$ cat config.mk
export PLATFORM = sky130hd
export DESIGN_NAME = apb_requester
export DESIGN_NICKNAME = d
export VERILOG_FILES = /design/src/rtl/apb_requester.sv
export SDC_FILE = /design/constraint.sdc
export NUM_CORES = 1
export LEC_CHECK = 0
export ABC_AREA = 1
export CAP_MARGIN = 40
export CORE_ASPECT_RATIO = 2
export CORE_UTILIZATION = 40
export DETAILED_ROUTE_END_ITERATION = 10
export GPL_TIMING_DRIVEN = 0
export PLACE_DENSITY = 0.8
export SLEW_MARGIN = 20
export SYNTH_ARGS = -nofsm -noshare
export SYNTH_HDL_FRONTEND = slang
export SYNTH_SLANG_ARGS = --single-unit
$ cat constraint.sdc
create_clock -name clk -period 1.9 [get_ports clk]
set_clock_uncertainty 0.1 [all_clocks]
set_input_delay 0.57 -clock clk [delete_from_list [all_inputs] [get_ports clk]]
set_output_delay 0.57 -clock clk [all_outputs]
set_load 0.03 [all_outputs]
$ cat src/rtl/apb_requester.sv
// APB requester: one command at a time, driven through SETUP/ACCESS with a one-cycle response pulse.
// Optional access-phase timeout enabled by defining APB_TIMEOUT_EN.
module apb_requester #(
    parameter int unsigned BUS_WIDTH      = 32,
    parameter int unsigned ADDR_WIDTH     = 16,
    parameter int unsigned MAX_DIM        = 4,
    parameter int unsigned TIMEOUT_CYCLES = 16
) (
    input  logic                  clk,
    input  logic                  rst,
    input  logic                  cmd_valid,
    output logic                  cmd_ready,
    input  logic                  cmd_write,
    input  logic [ADDR_WIDTH-1:0] cmd_addr,
    input  logic [BUS_WIDTH-1:0]  cmd_wdata,
    input  logic [MAX_DIM-1:0]    cmd_strb,
    output logic                  rsp_valid,
    output logic [BUS_WIDTH-1:0]  rsp_rdata,
    output logic                  rsp_err,
    output logic [15:0]           xfer_count,
    output logic                  psel,
    output logic                  penable,
    output logic                  pwrite,
    output logic [ADDR_WIDTH-1:0] paddr,
    output logic [BUS_WIDTH-1:0]  pwdata,
    output logic [MAX_DIM-1:0]    pstrb,
    input  logic                  pready,
    input  logic                  pslverr,
    input  logic [BUS_WIDTH-1:0]  prdata
);

    typedef enum logic [1:0] {StIdle, StSetup, StAccess, StResp} state_e;

    state_e                state_q, state_d;
    logic                  write_q, write_d;
    logic [ADDR_WIDTH-1:0] addr_q, addr_d;
    logic [BUS_WIDTH-1:0]  wdata_q, wdata_d;
    logic [MAX_DIM-1:0]    strb_q, strb_d;
    logic [BUS_WIDTH-1:0]  rdata_q, rdata_d;
    logic                  err_q, err_d;
    logic [15:0]           count_q, count_d;

`ifdef APB_TIMEOUT_EN
    localparam int unsigned WaitW = $clog2(TIMEOUT_CYCLES + 1);
    logic [WaitW-1:0] wait_q, wait_d;
`endif

    always_comb begin
        state_d = state_q;
        write_d = write_q;
        addr_d  = addr_q;
        wdata_d = wdata_q;
        strb_d  = strb_q;
        rdata_d = rdata_q;
        err_d   = err_q;
        count_d = count_q;
`ifdef APB_TIMEOUT_EN
        wait_d  = wait_q;
`endif
        case (state_q)
            StIdle: begin
                if (cmd_valid) begin
                    state_d = StSetup;
                    write_d = cmd_write;
                    addr_d  = cmd_addr;
                    wdata_d = cmd_wdata;
                    strb_d  = cmd_write ? cmd_strb : '0;
                end
            end
            StSetup: begin
                state_d = StAccess;
`ifdef APB_TIMEOUT_EN
                wait_d  = '0;
`endif
            end
            StAccess: begin
                // pready wins over a timeout expiring in the same cycle
                if (pready) begin
                    state_d = StResp;
                    rdata_d = write_q ? '0 : prdata;
                    err_d   = pslverr;
                end
`ifdef APB_TIMEOUT_EN
                else if (wait_q == WaitW'(TIMEOUT_CYCLES - 1)) begin
                    state_d = StResp;
                    rdata_d = '0;
                    err_d   = 1'b1;
                end else begin
                    wait_d = wait_q + 1'b1;
                end
`endif
            end
            StResp: begin
                state_d = StIdle;
                count_d = count_q + 16'd1;
            end
            default: state_d = StIdle;
        endcase
    end

    always_ff @(posedge clk) begin
        if (rst) begin
            state_q <= StIdle;
            write_q <= 1'b0;
            addr_q  <= '0;
            wdata_q <= '0;
            strb_q  <= '0;
            rdata_q <= '0;
            err_q   <= 1'b0;
            count_q <= '0;
`ifdef APB_TIMEOUT_EN
            wait_q  <= '0;
`endif
        end else begin
            state_q <= state_d;
            write_q <= write_d;
            addr_q  <= addr_d;
            wdata_q <= wdata_d;
            strb_q  <= strb_d;
            rdata_q <= rdata_d;
            err_q   <= err_d;
            count_q <= count_d;
`ifdef APB_TIMEOUT_EN
            wait_q  <= wait_d;
`endif
        end
    end

    assign cmd_ready  = (state_q == StIdle);
    assign psel       = (state_q == StSetup) || (state_q == StAccess);
    assign penable    = (state_q == StAccess);
    assign rsp_valid  = (state_q == StResp);
    assign pwrite     = write_q;
    assign paddr      = addr_q;
    assign pwdata     = wdata_q;
    assign pstrb      = strb_q;
    assign rsp_rdata  = rdata_q;
    assign rsp_err    = err_q;
    assign xfer_count = count_q;

endmodule
==> results.sh <==
export IMPL_dieWidth_um=72.1
export IMPL_finalInstanceArea_sq_um=6210
export IMPL_n_antenna_cell=0
export IMPL_critPathBufInv=2
export IMPL_coreArea_sq_um=9450
export IMPL_synth_nets=603
export IMPL_cts_setup_buffers=0
export IMPL_yosysTopAreaCell="dfxtp_1"
export IMPL_netlist_area_sq_um=3930
export IMPL_drc=0
export IMPL_floorplan_initialDensity_pct=41.6
export IMPL_grt_pass1_wl_um=18300
export IMPL_ys_seq_area_share_pct=53.0
export IMPL_setup_violations=0
export IMPL_area_growth_pct=58.2
export IMPL_final_max_slew_violation_count=0
export IMPL_p_per_area_nw_per_um2=1220
export IMPL_synth_seq_cells=104
export IMPL_critPathMaxStageDelay_ps=340
export IMPL_min_period_over_period_pct=99.6
export IMPL_grtUsageTotal_pct=23.2
export IMPL_criticalPathCategory="flip-flop to output port"
export IMPL_maxSlewHeadroom_pct=67.9
export IMPL_clk_pin_slew_ps=60
export IMPL_yosysUniqueCellTypes=25
export IMPL_grt_max_degree=17
export IMPL_cts_hold_buffers=0
export IMPL_drt_iter0_drc=203
export IMPL_rsz0062_at_grt="yes"
export IMPL_numPortBuffers=194
export IMPL_htreeDepth=3
export IMPL_finalHoldViolations=0
export IMPL_antenna_found_initial=0
export IMPL_ir_worst_vdd_v=0.000619
export IMPL_vias=4091
export IMPL_fmax_ghz=0.528
export IMPL_ys_warn_count=0
export IMPL_status="finished, final reports clean"
export IMPL_ant_nets=0
export IMPL_dp_hpwl_um=9390
export IMPL_first_pass_iters=4
export IMPL_ios=196
export IMPL_cts_buffers=9
export IMPL_holdWs_ps=360
export IMPL_crit_slowest_cell="ha_2"
export IMPL_worst_pin_slew_ps=481
export IMPL_drt_wl_total_um=11800
export IMPL_wl_per_cell_um=13.9
export IMPL_grt_pass1_vias=3916
export IMPL_clock_latency_ps=340
export IMPL_synthCells=509
export IMPL_path_max_fanout=3
export IMPL_critPathLaunchType="flip-flop"
export IMPL_fillers=853
export IMPL_avgSynthCellArea_sq_um=7.71
export IMPL_crit_arrival_ps=1220
export IMPL_cts_buffer_depth=2
export IMPL_max_cap_violations=0
export IMPL_viasPerCell=4.82
export IMPL_numClockSinks=104
export IMPL_p_leak_nw=2.82
export IMPL_synth_top_area_share_pct=53.0
export IMPL_fp_dieArea_sq_um=10200
export IMPL_nets=808
export IMPL_grt_ovfl_total=0
export IMPL_cp_end_kind="output port"
export IMPL_critPathRequiredTime_ps=1230
export IMPL_rows=50
export IMPL_crit_chain="inv_1 -> ha_2 -> buf_6"
export IMPL_die_y_um=142
export IMPL_dpl_instance_area_sq_um=6030
export IMPL_final_min_clock_period_ps=1890
export IMPL_gp_congestion=0.761
export IMPL_clockRootBuffer="clkbuf_16"
export IMPL_yosys_top_cells_area="dfxtp_1 53%, nor2_1 11%, o21ai_0 6.9%"
export IMPL_drive_gt1_share_pct=6.96
export IMPL_cts_tree="done"
export IMPL_hp_class="flip-flop to flip-flop"
export IMPL_cp_top_family="adder cells"
==> cells in the mapped netlist <==
library cell	instances
buf_4	1
ha_1	4
nor2_4	1
inv_2	4
a211oi_1	1
o21bai_1	1
nor2_1	119
nor2_8	1
nand3_1	43
nor2_2	2
dfxtp_1	104
inv_1	17
a21oi_1	48
nor3_1	1
nand2_2	5
clkbuf_1	17
o21ai_0	54
nand2_1	67
buf_6	3
o22ai_1	1
xnor2_1	1
clkinv_2	1
xor2_1	1
buf_2	10
nand4_1	2
==> worst reg2reg max path: stages (launching register included) <==
cell      delay, ps
dfxtp_1         310
inv_1           100
ha_2            240
nand2_2         140
clkbuf_1        240
o21ai_0         320
nor2_1           70
==> logic make-up after synthesis <==
logic type      count (synthesis)  synth area share [%]
flops                         104                  53.0
xor+xnor                        2                 0.446
simple gates                  241                  25.6
buf+inv                        53                  6.09
compound gates                105                  13.5
fa+ha+maj                       4                  1.27
==> registers in the layout, indices dropped and copies added, names as in the netlist <==
name        count
pstrb           4
state_q         2
rsp_rdata      32
pwdata         32
pwrite          1
paddr          16
xfer_count     16
rsp_err         1
==> per-stage QoR <==
step	power, W	TNS (ps)	utilization, %	setup slack [ps]	std cells
6_report	0.00760	0	65.7	7.36	848
3_5_place_dp	0.00597	-5210	63.8	-187	833
4_1_cts	0.00767	0	65.8	1.51	848
2_1_floorplan	0.00464	0	-	290	509
5_1_grt	0.00801	-99.7	65.7	-46.3	848
3_3_place_gp	0.00588	-2840	63.8	-173	833
==> layout by cell type, fill, tap and decap left out, types with 4 or more instances in the layout <==
master,n
dfxtp_1,103
clkbuf_1,18
clkdlybuf4s50_1,88
clkbuf_16,9
dlygate4sd2_1,100
nand2_2,5
nor2_1,119
nand3_1,43
inv_2,4
o21ai_0,54
buf_2,11
a21oi_1,48
nand2_1,67
inv_1,17
buf_6,4
==> area by class of cell <==
| class | instances | area [sq um] | area share [%] |
|---|---|---|---|
| plain buffers | 31 | 155 | 2.50 |
| well taps | 130 | 163 | 2.62 |
| clock buffers | 11 | 243 | 3.91 |
| clock inverters | 4 | 76.3 | 1.23 |
| multi-input cells | 352 | 1610 | 25.9 |
| flip-flops and latches | 104 | 2080 | 33.5 |
| repair buffers | 194 | 1800 | 29.0 |
| inverters | 22 | 83.8 | 1.35 |
==> metal layers <==
metal,vias up,wire length (um),global-route usage (%)
li1,2062,-,-
met1,1852,4310,22.5
met2,162,6510,44.3
met3,15,770,5.45
met4,0,226,10.9
met5,-,0,0
==> final timing paths <==
check / slack (ps) / end / startpoint / cells after the start
worst min register to register: 360 / rsp_rdata[3] / rsp_rdata[3] / 2
worst max-delay path: 7 / psel / state_q[0] / 3
worst min-delay path: 360 / rsp_rdata[3] / rsp_rdata[3] / 2
worst max register to register: 260 / pwdata[5] / state_q[0] / 6
==> report_power, final <==
| part | total, W | switching, W | leakage (nW) | internal [W] |
|---|---|---|---|---|
| registers | 0.00279 | 0.000199 | 0.851 | 0.00259 |
| clock network | 0.00198 | 0.000789 | 0.152 | 0.00119 |
| logic | 0.00283 | 0.00185 | 1.82 | 0.000984 |
==> what timing repair did <==
item	CTS	global route
setup endpoints to repair	106	5
gates cloned	0	0
pin swaps	0	0
hold endpoints to repair	0	0
resized for setup	127	5
(Power assumes the default switching activity.)
